`src/rtl/bcd_seq_conv_pkg.sv`:
```
// bcd_pkg: shared definitions for the sequential binary-to-BCD converter.
//   state_t    - converter FSM states (IDLE, SHIFT, FINISH)
//   DIGIT_W    - bits per BCD digit
//   cnt_width  - width of a down-counter able to hold the value w
package bcd_pkg;

  typedef enum logic [1:0] {
    IDLE   = 2'd0,
    SHIFT  = 2'd1,
    FINISH = 2'd2
  } state_t;

  localparam int DIGIT_W = 4;

  function automatic int cnt_width(input int w);
    return $clog2(w + 1);
  endfunction

endpackage

```
`src/rtl/bcd_seq_conv_if.sv`:
```
// bcd_seq_conv_if: start/busy/done handshake and data bus of the converter.
//   start, bin              - request and binary operand (master -> slave)
//   busy, done, bcd, ovf    - status and result (slave -> master)
//   blank                   - leading-zero mask, only when BCD_LZB_EN is defined
// Optional feature macro: BCD_LZB_EN
interface bcd_seq_conv_if #(
  parameter int W      = 10,
  parameter int DIGITS = 4
);
  import bcd_pkg::*;

  logic                       start;
  logic [W-1:0]               bin;
  logic                       busy;
  logic                       done;
  logic [DIGIT_W*DIGITS-1:0]  bcd;
  logic                       ovf;
`ifdef BCD_LZB_EN
  logic [DIGITS-1:0]          blank;

  modport master (output start, bin, input busy, done, bcd, ovf, blank);
  modport slave  (input start, bin, output busy, done, bcd, ovf, blank);
`else
  modport master (output start, bin, input busy, done, bcd, ovf);
  modport slave  (input start, bin, output busy, done, bcd, ovf);
`endif

endinterface

```
`src/rtl/bcd_seq_conv_add3.sv`:
```
// bcd_add3: combinational double-dabble digit corrector.
//   din  - scratch BCD digit before the shift
//   dout - din + 3 when din >= 5, otherwise din unchanged
// Adding 3 before a left shift makes a digit >= 5 carry into the next digit
// exactly as a decimal digit >= 10 would after doubling.
module bcd_add3
  import bcd_pkg::*;
(
  input  logic [DIGIT_W-1:0] din,
  output logic [DIGIT_W-1:0] dout
);

  always_comb begin
    dout = (din >= DIGIT_W'(5)) ? din + DIGIT_W'(3) : din;
  end

endmodule

```
`src/rtl/bcd_seq_conv.sv`:
```
// bcd_seq_conv: sequential binary-to-BCD converter (shift-and-add-3),
// converting one input bit per clock.
//   clk  - system clock, rising edge
//   rst  - synchronous active-high reset; aborts a running conversion
//   bus  - bcd_seq_conv_if.slave: start/bin in, busy/done/bcd/ovf(/blank) out
// Parameters: W (input width, 4..16), DIGITS (output digits, 1..5).
// Optional feature macro: BCD_LZB_EN adds the registered leading-zero mask.
// A conversion accepted at edge k yields done/bcd/ovf after edge k+W+1;
// start is accepted in IDLE and FINISH, so a held start gives one
// conversion every W+1 clocks.
module bcd_seq_conv
  import bcd_pkg::*;
#(
  parameter int W      = 10,
  parameter int DIGITS = 4
) (
  input logic          clk,
  input logic          rst,
  bcd_seq_conv_if.slave bus
);

  localparam int CNT_W = cnt_width(W);
  localparam int BCD_W = DIGIT_W * DIGITS;

  state_t             state_reg, state_next;
  logic [W-1:0]       sr_reg, sr_next;
  logic [BCD_W-1:0]   scr_reg, scr_next;
  logic               sticky_reg, sticky_next;
  logic [CNT_W-1:0]   cnt_reg, cnt_next;
  logic               busy_reg, busy_next;
  logic               done_reg, done_next;
  logic [BCD_W-1:0]   bcd_reg, bcd_next;
  logic               ovf_reg, ovf_next;

  logic [BCD_W-1:0]   scr_corr;
  logic [BCD_W-1:0]   scr_shift;
  logic [W-1:0]       sr_shift;
  logic               shift_out;
  logic               accept;

  // One corrector per scratch digit, applied before every shift.
  genvar gi;
  generate
    for (gi = 0; gi < DIGITS; gi++) begin : g_add3
      bcd_add3 u_add3 (
        .din  (scr_reg [gi*DIGIT_W +: DIGIT_W]),
        .dout (scr_corr[gi*DIGIT_W +: DIGIT_W])
      );
    end
  endgenerate

  // Whole chain {digits, shift register} moves left by one; the bit that
  // falls off the top digit feeds the sticky overflow flag.
  always_comb begin
    {shift_out, scr_shift, sr_shift} = {scr_corr, sr_reg, 1'b0};
  end

`ifdef BCD_LZB_EN
  localparam logic [DIGITS-1:0] BLANK_RST = {DIGITS{1'b1}} << 1;

  logic [DIGITS-1:0] blank_reg, blank_next, blank_calc;
  logic              upper_zero;

  // blank[i] set when digit i and all digits above it are zero; digit 0
  // is never blanked so a zero result still shows one "0".
  always_comb begin
    blank_calc = '0;
    upper_zero = 1'b1;
    for (int i = DIGITS - 1; i >= 1; i--) begin
      upper_zero    = upper_zero & (scr_reg[i*DIGIT_W +: DIGIT_W] == '0);
      blank_calc[i] = upper_zero;
    end
  end
`endif

  // FINISH behaves like IDLE for accepting a new request.
  always_comb begin
    accept = bus.start && ((state_reg == IDLE) || (state_reg == FINISH));
  end

  always_comb begin
    state_next  = state_reg;
    sr_next     = sr_reg;
    scr_next    = scr_reg;
    sticky_next = sticky_reg;
    cnt_next    = cnt_reg;
    done_next   = 1'b0;
    bcd_next    = bcd_reg;
    ovf_next    = ovf_reg;
`ifdef BCD_LZB_EN
    blank_next  = blank_reg;
`endif

    case (state_reg)
      IDLE: begin
        state_next = IDLE;
      end
      SHIFT: begin
        sr_next     = sr_shift;
        scr_next    = scr_shift;
        sticky_next = sticky_reg | shift_out;
        cnt_next    = cnt_reg - CNT_W'(1);
        if (cnt_reg == CNT_W'(1)) begin
          state_next = FINISH;
        end
      end
      FINISH: begin
        bcd_next   = scr_reg;
        ovf_next   = sticky_reg;
        done_next  = 1'b1;
`ifdef BCD_LZB_EN
        blank_next = blank_calc;
`endif
        state_next = IDLE;
      end
      default: begin
        state_next = IDLE;
      end
    endcase

    if (accept) begin
      sr_next     = bus.bin;
      scr_next    = '0;
      sticky_next = 1'b0;
      cnt_next    = CNT_W'(W);
      state_next  = SHIFT;
    end

    busy_next = (state_next == SHIFT);
  end

  always_ff @(posedge clk) begin
    if (rst) begin
      state_reg  <= IDLE;
      sr_reg     <= '0;
      scr_reg    <= '0;
      sticky_reg <= 1'b0;
      cnt_reg    <= '0;
      busy_reg   <= 1'b0;
      done_reg   <= 1'b0;
      bcd_reg    <= '0;
      ovf_reg    <= 1'b0;
`ifdef BCD_LZB_EN
      blank_reg  <= BLANK_RST;
`endif
    end else begin
      state_reg  <= state_next;
      sr_reg     <= sr_next;
      scr_reg    <= scr_next;
      sticky_reg <= sticky_next;
      cnt_reg    <= cnt_next;
      busy_reg   <= busy_next;
      done_reg   <= done_next;
      bcd_reg    <= bcd_next;
      ovf_reg    <= ovf_next;
`ifdef BCD_LZB_EN
      blank_reg  <= blank_next;
`endif
    end
  end

  assign bus.busy  = busy_reg;
  assign bus.done  = done_reg;
  assign bus.bcd   = bcd_reg;
  assign bus.ovf   = ovf_reg;
`ifdef BCD_LZB_EN
  assign bus.blank = blank_reg;
`endif

endmodule
```
`src/flat_wrapper.sv`:
```
// flat-port wrapper written by rule: the top's interface ports become plain ports
module bcd_seq_conv_flat import bcd_pkg::*;
#(
  parameter int W      = 10,
  parameter int DIGITS = 4
)
  (clk, rst, bus_start, bus_bin, bus_busy, bus_done, bus_bcd, bus_ovf);
  bcd_seq_conv_if #(.W(W), .DIGITS(DIGITS)) bus_i ();
  input logic clk;
  input logic rst;
  input wire logic [$bits(bus_i.start)-1:0] bus_start;
  input wire logic [$bits(bus_i.bin)-1:0] bus_bin;
  output wire logic [$bits(bus_i.busy)-1:0] bus_busy;
  output wire logic [$bits(bus_i.done)-1:0] bus_done;
  output wire logic [$bits(bus_i.bcd)-1:0] bus_bcd;
  output wire logic [$bits(bus_i.ovf)-1:0] bus_ovf;
  assign bus_i.start = bus_start;
  assign bus_i.bin = bus_bin;
  assign bus_busy = bus_i.busy;
  assign bus_done = bus_i.done;
  assign bus_bcd = bus_i.bcd;
  assign bus_ovf = bus_i.ovf;
  bcd_seq_conv #(.W(W), .DIGITS(DIGITS)) u_core (.clk(clk), .rst(rst), .bus(bus_i));
endmodule
```
`config.mk`:
```
export PLATFORM = sky130hd
export DESIGN_NAME = bcd_seq_conv_flat
export DESIGN_NICKNAME = d
export VERILOG_FILES = /design/src/rtl/bcd_seq_conv_pkg.sv /design/src/rtl/bcd_seq_conv_if.sv /design/src/rtl/bcd_seq_conv_add3.sv /design/src/rtl/bcd_seq_conv.sv /design/src/flat_wrapper.sv
export SDC_FILE = /design/constraint.sdc
export NUM_CORES = 1
export LEC_CHECK = 0
export CAP_MARGIN = 25
export CORE_MARGIN = 2
export CORE_UTILIZATION = 56
export CTS_BUF_LIST = sky130_fd_sc_hd__clkbuf_4 sky130_fd_sc_hd__clkbuf_8
export DETAILED_ROUTE_END_ITERATION = 7
export PLACE_DENSITY_LB_ADDON = 0.25
export SLEW_MARGIN = 40
export SYNTH_ARGS = -nofsm -noshare
export SYNTH_HDL_FRONTEND = slang
export SYNTH_SLANG_ARGS = --single-unit
```
`constraint.sdc`:
```
create_clock -name clk -period 1.7 [get_ports clk]
set_input_delay 0.34 -clock clk [delete_from_list [all_inputs] [get_ports clk]]
set_output_delay 0.34 -clock clk [all_outputs]
set_load 0.1 [all_outputs]
```
Yosys cells after proc, flatten, opt, wreduce, memory -nomap -nowiden
Index checks and enable logic that the tools add are counted.
{"block": "totals", "regBits": 52, "word_cells": 41, "output_inout_bits": 19, "input_bits": 13}
{"block": "op_classes", "eq_ne": 4, "n_addsub": 5, "magnitude_cmp": 4, "bitwise": 1, "n_mux": 12, "reduce_logical": 5}
{"operator": "$mux W4", "count": 6}
{"operator": "$mux W10", "count": 2}
{"operator": "$add A4 B2 Y4 const B", "count": 4}
{"operator": "$ge A4 B3 Y1 const B", "count": 4}
{"operator": "$mux W2", "count": 3}
{"operator": "$eq A2 B1 Y1 const B", "count": 2}
{"operator": "$eq A4 B1 Y1 const B", "count": 1}
{"operator": "$sub A4 B1 Y4 const B", "count": 1}
{"operator": "$eq A2 B2 Y1 const B", "count": 1}
{"operator": "$logic_not A2 Y1", "count": 1}
{"operator": "$reduce_bool A2 Y1", "count": 1}
{"operator": "$reduce_or A2 Y1", "count": 1}
{"operator": "$logic_and A1 B1 Y1", "count": 1}
{"operator": "$logic_or A1 B1 Y1", "count": 1}
{"operator": "$mux W1", "count": 1}
{"operator": "$or A1 B1 Y1", "count": 1}

Depth between registers and ports, before layout
Gate-level depths: netlist of the first run.
{"block": "logic_depth", "word_depth": 5, "ltp_mapped": 6, "ltp_nobuf": 6}

Hierarchy
Synthesis of the first run repeated with hierarchy kept, for this count alone.
{"block": "unflattened", "cells_unflattened": 300, "hier_area_um2": 2397.3}
{"module": "bcd_seq_conv", "cells_each": 236, "area_per_inst_um2": 1991.9, "instances": 1, "seq_area_each_um2": 1041.0}
{"module": "bcd_add3", "cells_each": 16, "area_per_inst_um2": 101.3, "instances": 4, "seq_area_each_um2": 0.0}

Least setup slack after synthesis of the first run
Ideal clock, no wire load.
{"block": "synth_timing", "path_kind": "input -> register", "start": "input rst", "end": "register u_core.scr_reg[2]", "path_buffers": 2, "cell_stages": 5, "slack_ns": 0.296, "arrival_time_ns": 1.343, "setup_time_ns": 0.061, "cell_sequence": "clkbuf_1 nand2b_4 buf_6 or4_4 nand3_2"}
{"block": "synth_via", "elab_chain_len": 1}
{"element": "start: declaration", "line_no": "flat_wrapper.sv:10", "text": "input logic rst;"}
{"element": "$reduce_or A2 Y1 (no line)"}
{"element": "end signal: assignment", "line_no": "bcd_seq_conv.sv:149", "text": "scr_reg <= scr_next;"}
{"element": "end: declaration", "line_no": "bcd_seq_conv.sv:27", "text": "logic [BCD_W-1:0] scr_reg, scr_next;"}
No other way between the ends.
A chain may end at the register's enable or synchronous reset.

Worst setup path in the final report of the first run
{"block": "layout_timing", "start": "register u_core.scr_reg[12]", "end": "register u_core.scr_reg[13]"}
{"block": "layout_via", "elab_chain_len": 2, "elab_cells_between_ends": 3, "cone_classes": "1 x add/sub; 1 x order compare; 1 x mux"}
{"element": "$add A4 B2 Y4 or $ge A4 B3 Y1 (tied branches)", "line_no": "bcd_seq_conv_add3.sv:14", "text": "dout = (din >= DIGIT_W'(5)) ? din + DIGIT_W'(3) : din;"}
{"element": "$mux W4 (*)", "line_no": "bcd_seq_conv_add3.sv:14"}
Every way passes the cells marked *; elsewhere a longest branch is shown, timed or not.

==> impl_metrics.toml, run 1 <==
[min_path]
hold_path_startpoint = "u_core.sticky_reg"
hold_class = "reg -> reg"
hold_path_depth = 2

[floorplanning]
io_pins = 32
die_w_um = 68.1
rows = 23
initial_utilization_pct = 57.9
die_h_um = 68.1
coreArea_sq_um = 3970
dieArea_sq_um = 4630

[layout]
areaGrowthSynthToFinish_pct = 30.7
antenna_cells = 0
layoutNonFillerInstCount = 364
nets = 338
drive_above_1_share_pct = 16.2
utilization_pct = 75.6
final_cell_area_sq_um = 3000
fillers = 286

[synthesis]
synth_ff_type = "dfxtp_1"
async_flop_share_pct = 0
synth-edff-count = 0
synth_cell_type_count = 32
syn_inst = 279
yosysTopAreaCell = "dfxtp_1"
synth_seq_cells = 52
syn_avg_cell_area_sq_um = 8.24
synth_top_cell_area_share_pct = 45.3
syn-num-nets = 302
yosysWarnings = 0
synth_area_leaders = "dfxtp_1 45%, nand2_1 10%, a21oi_1 6.3%, ha_1 5.4%, a311oi_1 3.4%"
yosysSeqAreaShare_pct = 45.3
synth_area_sq_um = 2300

[routing]
drtIter0Drc = 162
detail-route-antenna-nets = 0
drcViolationCount = 0
wl_per_cell_um = 13.1
vias = 2113
finalWirelength_um = 4770
first_pass_iters = 4
vias_per_cell = 5.80

[cts]
clkSlewWorstSetupHoldPaths_ns = 0.09
cts_buffers = 5
cts.htree.levels = 2
cts_root_buf = "clkbuf_8"
clockBufferDepth = 2
cts_tree = "yes"
cts.sinks = 52
clk_latency_ns = 0.30

[setup_path]
critical_path_class = "reg -> reg"
rr_startpoint = "u_core.scr_reg[12]"
end_kind = "flip-flop"
cp.required_ns = 1.91
path_max_fanout = 7
reg2reg_depth = 6
startpoint = "u_core.scr_reg[12]"
cp.arrival_ns = 1.83
crit_path_start_kind = "flip-flop"

[sta]
fmax_mhz = 618
layout_min_cycle_time_ns = 1.62
fin_skew_ns = 0.00920
grt_setup_unrepaired = "no"
drv_slew = 0
worst_slew_pin_slew_ns = 0.404
setup_viol = 0
fin_setup_tns_ns = 0
hold_ws_ns = 0.467
period_share_pct = 95.2
timing.final.ws_setup_ns = 0.0813
timing.slew.headroom_pct = 73.0
finalHoldViolations = 0

[place]
dp_slack_ns = -0.0538
gp_congestion = 0.870
dp_cells = 358
io_buffer_count = 31
placed_area_sq_um = 2900
dp_hpwl_um = 3290

[global_route]
grt_max_degree = 33
track_usage_pct = 23.2
grt-ovfl-total = 0
antenna_found_initial = 0
grt_pass1_wl_um = 8140
grt_pass1_vias = 1928

[power_and_ir_drop]
power_leakage_nw = 1.10
p_total_mw = 2.34
vdd_drop_max_uv = 598
p_per_area_nw_per_um2 = 778

[status]
status = "finished, final reports clean"

[job]
drv_cap = 0
## layer usage
layer / part of all wire (%) / track usage, %
met3: 5.5 / 5.26
met1: 42 / 26.6
met2: 50 / 41.4
met4: 1.8 / 9.25
met5: 0 / 0
## worst paths after layout
kind / to / slack, ns
worst max-delay path: u_core.scr_reg[13] / 0.08
worst max register to register: u_core.scr_reg[13] / 0.08
worst min register to register: u_core.sticky_reg / 0.47
worst min-delay path: u_core.sticky_reg / 0.47
## kinds of logic (layout without fill, tap and decap cells)
logic type,Yosys count,after routing,synth area share (%)
fa+ha+maj,10,10,5.44
buf+inv,30,65,5.77
compound gates,55,55,14.8
simple gates,125,125,26.0
flops,52,52,45.3
xor+xnor,6,6,2.29
mux,1,1,0.436
## cells in the mapped netlist, types with 3 or more instances
| cell type | number |
|---|---|
| nand2_1 | 63 |
| dfxtp_1 | 52 |
| a21oi_1 | 29 |
| nor2_1 | 18 |
| nand3_1 | 11 |
| buf_2 | 10 |
| ha_1 | 10 |
| inv_1 | 10 |
| a311oi_1 | 9 |
| clkbuf_1 | 9 |
| nand4_1 | 8 |
| or4_1 | 7 |
| nand2b_1 | 6 |
| o21ai_0 | 5 |
| xor2_1 | 5 |
| o311ai_1 | 4 |
| nor3_1 | 3 |
| o21ai_1 | 3 |
| o32ai_1 | 3 |
## cell usage in the layout (no fill, tap or decap), types with 3 or more instances in the layout
cell / instances
nand4_1: 8
xor2_1: 5
clkdlybuf4s50_1: 12
buf_12: 19
buf_4: 18
o311ai_1: 4
clkbuf_8: 5
a311oi_1: 9
a21oi_1: 29
or4_1: 7
inv_1: 10
o21ai_1: 3
o32ai_1: 3
o21ai_0: 5
nand2b_1: 6
nor2_1: 18
dfxtp_1: 51
nor3_1: 3
nand3_1: 11
ha_1: 10
nand2_1: 63
## report_power, final
part | total, mW | internal (mW) | leakage (nW) | switching, mW
clock network | 0.798 | 0.423 | 0.0501 | 0.375
registers | 1.28 | 1.25 | 0.423 | 0.0241
logic | 0.263 | 0.113 | 0.626 | 0.149
## final cells by class
| cell class | count | area [sq um] | area share, % |
|---|---|---|---|
| clock inverters | 1 | 30.0 | 1.00 |
| inverters | 10 | 37.5 | 1.25 |
| multi-input cells | 197 | 1130 | 37.5 |
| well taps | 50 | 62.6 | 2.08 |
| repair buffers | 49 | 636 | 21.2 |
| clock buffers | 5 | 68.8 | 2.29 |
| flip-flops and latches | 52 | 1040 | 34.7 |
## worst max-delay path, stage by stage, from the launching register on
cell and delay, ns:
dfxtp_1 0.47, inv_1 0.08, ha_1 0.23, nand2b_1 0.08
a21oi_1 0.14, or4_1 0.43, o311ai_1 0.10
## what timing repair did
action                                  CTS  global route
endpoints found under the setup margin    0             1
resized for setup                         0             1
setup buffers                             0             0
hold buffers                              0             0
Power figures use the tool's default switching activity.
==> run 2: changes to the inputs <==
- CORE_ASPECT_RATIO: unset -> 2
- SKIP_CTS_REPAIR_TIMING: unset -> 1
==> run 2 against run 1 <==
Register-to-register slack better by 0.05 ns. Global-route usage shrank 0.97 points. Worst setup slack gained 0.053 ns. Clock-buffer cell count unchanged. First-iteration DRC count decreased by 82%. Fmax is 3.4% higher. Wire length down 0.92%. Total power increased by 15%. Design area is 1.5% higher. Critical path type unchanged. Critical endpoint is now u_core.scr_reg[9]. Highest routed layer unchanged.
==> impl_metrics.toml, run 2 (synthesis results as in run 1) <==
[sta]
finalHoldViolations = 0
setup_viol = 0
drv_slew = 0
fin_skew_ns = 0.00517
worst_slew_pin_slew_ns = 0.383
period_share_pct = 92.1
grt_setup_unrepaired = "no"
layout_min_cycle_time_ns = 1.57
fmax_mhz = 639
timing.slew.headroom_pct = 74.5

[setup_path]
path_max_fanout = 7
end_kind = "flip-flop"
critical_path_class = "reg -> reg"
crit_path_start_kind = "flip-flop"
cp.arrival_ns = 1.78
cp.required_ns = 1.92

[cts]
cts_tree = "yes"
clockBufferDepth = 2
clk_latency_ns = 0.31
cts.sinks = 52
cts_root_buf = "clkbuf_8"
clkSlewWorstSetupHoldPaths_ns = 0.10
cts.htree.levels = 2
cts_buffers = 5

[layout]
antenna_cells = 0
layout.cells.most_common = "nand2_1"
layout_common_cells = "63 x nand2_1, 52 x dfxtp_1, 29 x a21oi_1"
drive_above_1_share_pct = 15.4
fillers = 279
nets = 334
utilization_pct = 76.1
areaGrowthSynthToFinish_pct = 32.6

[routing]
finalWirelength_um = 4720
vias_per_cell = 5.53
first_pass_iters = 4
drtIter0Drc = 29
drcViolationCount = 0
vias = 2012
wl_per_cell_um = 13.0
detail-route-antenna-nets = 0

[power_and_ir_drop]
p_total_mw = 2.68
vdd_drop_max_uv = 941
power_leakage_nw = 1.11
p_per_area_nw_per_um2 = 881

[global_route]
track_usage_pct = 22.2
grt_pass1_wl_um = 8160
grt_max_degree = 30
grt-ovfl-total = 0
grt-busiest-layer = "met2"
antenna_found_initial = 0
use_met2_pct = 40.0
grt.met3_usage_pct = 4.91
grt_util_met1_pct = 24.8
grt_pass1_vias = 1907

[min_path]
hold_class = "reg -> reg"

[floorplanning]
die_h_um = 94.6
die_w_um = 49.3
rows = 33
dieArea_sq_um = 4660
initial_utilization_pct = 57.4
coreArea_sq_um = 4010
io_pins = 32

[place]
gp_congestion = 0.790
dp_hpwl_um = 3400
io_buffer_count = 31

[job]
drv_cap = 0

[status]
status = "finished, final reports clean"
==> run 2: cell count changes in the layout (fill, tap and decap cells not counted) <==
cell       delta
buf_4         -5
bufinv_16     +2
buf_12        +1
dfxtp_1       +1
dfxtp_2       -1
==> run 2: final cells by class <==
cell class	instances	area [sq um]	share of cell area, %
repair buffers	45	618	20.3
flip-flops and latches	52	1040	34.2
multi-input cells	197	1130	37.0
clock buffers	5	68.8	2.26
well taps	52	65.1	2.13
clock inverters	3	90.1	2.96
inverters	10	37.5	1.23
==> run 2: per-layer routing <==
layer	vias up	part of all wire (%)	wire (um)
li1	1026	-	-
met2	33	54	2540
met4	0	1.7	80
met1	947	41	1940
met3	6	3.6	170
met5	-	0	0
==> run 2: worst max-delay path, stage by stage (launching register included) <==
cell	delay (ns)
dfxtp_1	0.46
inv_1	0.07
ha_1	0.23
nand2b_1	0.08
a21oi_1	0.12
or4_1	0.42
o311ai_1	0.09
==> run 2: where the power goes <==
part / leakage (nW) / switching, mW / internal [mW] / total [mW]
registers: 0.422 / 0.0258 / 1.25 / 1.28
logic: 0.612 / 0.147 / 0.112 / 0.259
clock network: 0.0784 / 0.411 / 0.736 / 1.15
total: 1.11 / 0.584 / 2.10 / 2.68
==> run 2: metrics by stage <==
| stage | setup TNS, ns | worst slack [ns] | instance area [sq um] | hold slack [ns] | cells |
|---|---|---|---|---|---|
| final | 0 | 0.135 | 3050 | 0.465 | 364 |
| after global routing | 0 | 0.00490 | 3050 | 0.484 | 364 |
| after floorplan | 0 | 0.296 | 2300 | 0.425 | 279 |
| after global placement | 0 | 0.00794 | 2890 | 0.442 | 356 |
| after CTS | 0 | 0.138 | 3050 | 0.465 | 364 |
| after detailed placement | -0.0808 | -0.0316 | 2890 | 0.445 | 356 |
==> run 2: path summary, 6_finish.rpt <==
path                     start                 to  slack, ns  depth (start not counted)
max reg2reg  u_core.scr_reg[8]  u_core.scr_reg[9]       0.13                          6
min reg2reg   u_core.sr_reg[9]  u_core.scr_reg[0]       0.46                          2
max          u_core.scr_reg[8]  u_core.scr_reg[9]       0.13                          6
min           u_core.sr_reg[9]  u_core.scr_reg[0]       0.46                          2
==> run 3: changes to the inputs <==
- CORE_UTILIZATION: 56 -> 48
- clock period: 1.7 -> 1.47 ns (I/O delays scaled with it)
==> run 3 against run 2 <==
Non-clock buffer count is 14 higher. Clock skew hardly changed. Sequential share of layout area shrank 0.54 points. Hold slack worse by 0.0029 ns. Fmax grew 9.4%. Global-route usage is 0.33 points higher. Combinational power is 22% higher.
==> impl_metrics.toml, run 3 (synthesis results as in run 1) <==
[status]
status = "finished, final reports clean"

[cts]
cts_tree = "yes"
cts_root_buf = "clkbuf_8"
clkSlewWorstSetupHoldPaths_ns = 0.09
cts.sinks = 52
clockBufferDepth = 2
cts.htree.levels = 2
clk_latency_ns = 0.30
cts_buffers = 5

[setup_path]
critical_path_class = "reg -> reg"
end_kind = "flip-flop"
cp_num_buf_inv = 1
path_cells = "inv_1 > ha_1 > nand2b_1 > a21oi_2 > or4_1 > o311ai_1"
slowest_delay_ns = 0.43
crit_path_start_kind = "flip-flop"
crit_path_top_delay_cell = "or4_1"
cp.required_ns = 1.69
cp.arrival_ns = 1.65
path_max_fanout = 6
crit_family = "simple AND/OR/NAND/NOR gates"

[power_and_ir_drop]
power_leakage_nw = 1.16
p_per_area_nw_per_um2 = 847
vdd_drop_max_uv = 769

[routing]
wl_per_cell_um = 13.7
detail-route-antenna-nets = 0
finalWirelength_um = 5200
vias_per_cell = 5.48
first_pass_iters = 4
vias = 2082
drtIter0Drc = 28
drcViolationCount = 0

[sta]
period_share_pct = 97.3
hold_ws_ns = 0.462
layout_min_cycle_time_ns = 1.43
drv_slew = 0
worst_slew_pin_slew_ns = 0.351
setup_viol = 0
fmax_mhz = 699
fin_skew_ns = 0.00474
finalHoldViolations = 0
timing.slew.headroom_pct = 76.6

[layout]
layout_common_cells = "63 x nand2_1, 47 x dfxtp_1, 26 x buf_4"
final_cell_area_sq_um = 3140
antenna_cells = 0
multi_input_area_sq_um = 1140
seqCellArea_sq_um = 1050
fillers = 389
nets = 348
areaGrowthSynthToFinish_pct = 36.5
drive_above_1_share_pct = 21.8
layout.cells.most_common = "nand2_1"

[global_route]
grt_pass1_wl_um = 9220
antenna_found_initial = 0
grt_pass1_vias = 2116
grt_max_degree = 33
grt-ovfl-total = 0
track_usage_pct = 22.5

[place]
dp_hpwl_um = 3770
placed_area_sq_um = 3010
io_buffer_count = 31
gp_congestion = 0.841

[floorplanning]
die_h_um = 102
rows = 35
dieArea_sq_um = 5390
initial_utilization_pct = 50.0
die_w_um = 52.9
coreArea_sq_um = 4600
io_pins = 32

[min_path]
hold_class = "reg -> reg"

[job]
drv_cap = 0
-- run 3: changes by cell type in the layout (fill, tap and decap cells not counted), moves of 3 or more --
cell / before / now
bufinv_16: 3 / 0
dfxtp_1: 52 / 47
dfxtp_4: 0 / 3
a21oi_2: 0 / 4
buf_4: 13 / 26
a21oi_1: 29 / 25
-- run 3: final cells by class --
type / instances / area share, %
clock buffers: 7 / 3.07
inverters: 10 / 1.20
multi-input cells: 197 / 36.5
flip-flops and latches: 52 / 33.6
well taps: 55 / 2.19
repair buffers: 59 / 23.4
-- run 3: final timing paths --
path / slack (ns) / depth (start not counted) / startpoint / end
max: 0.04 / 6 / u_core.scr_reg[12] / u_core.scr_reg[13]
min: 0.46 / 2 / u_core.sr_reg[9] / u_core.scr_reg[0]
max reg2reg: 0.04 / 6 / u_core.scr_reg[12] / u_core.scr_reg[13]
min reg2reg: 0.46 / 2 / u_core.sr_reg[9] / u_core.scr_reg[0]
-- run 3: worst min-delay path, stage by stage (launching register included) --
cell and delay (ns):
dfxtp_1 0.32, nand2_1 0.05, a21oi_1 0.05
-- run 3: power by group --
part	switching (mW)	internal [mW]
sequential	0.0293	1.45
clock	0.447	0.420
combinational	0.176	0.140
-- run 3: routing by layer --
layer / wire length (um) / share of wire [%] / track usage, % / vias to the layer above
met5: 0 / 0 / 0 / -
met4: 89 / 1.7 / 10.1 / 0
met3: 175 / 3.4 / 3.07 / 6
met2: 3010 / 58 / 42.7 / 52
met1: 1930 / 37 / 23.3 / 975
li1: - / - / - / 1049
-- run 3: metrics by stage --
| step | std cells | total power [mW] | worst slack (ns) | TNS, ns | utilization (%) |
|---|---|---|---|---|---|
| after floorplan | 279 | 1.70 | 0.0849 | 0 | - |
| after global placement | 373 | 1.82 | -0.204 | -1.60 | 65.5 |
| after detailed placement | 373 | 1.83 | -0.228 | -2.06 | 65.5 |
| after CTS | 380 | 2.67 | -0.0378 | -0.0706 | 67.6 |
| after global routing | 380 | 2.76 | -0.0119 | -0.0119 | 68.2 |
| final | 380 | 2.66 | 0.0399 | 0 | 68.2 |
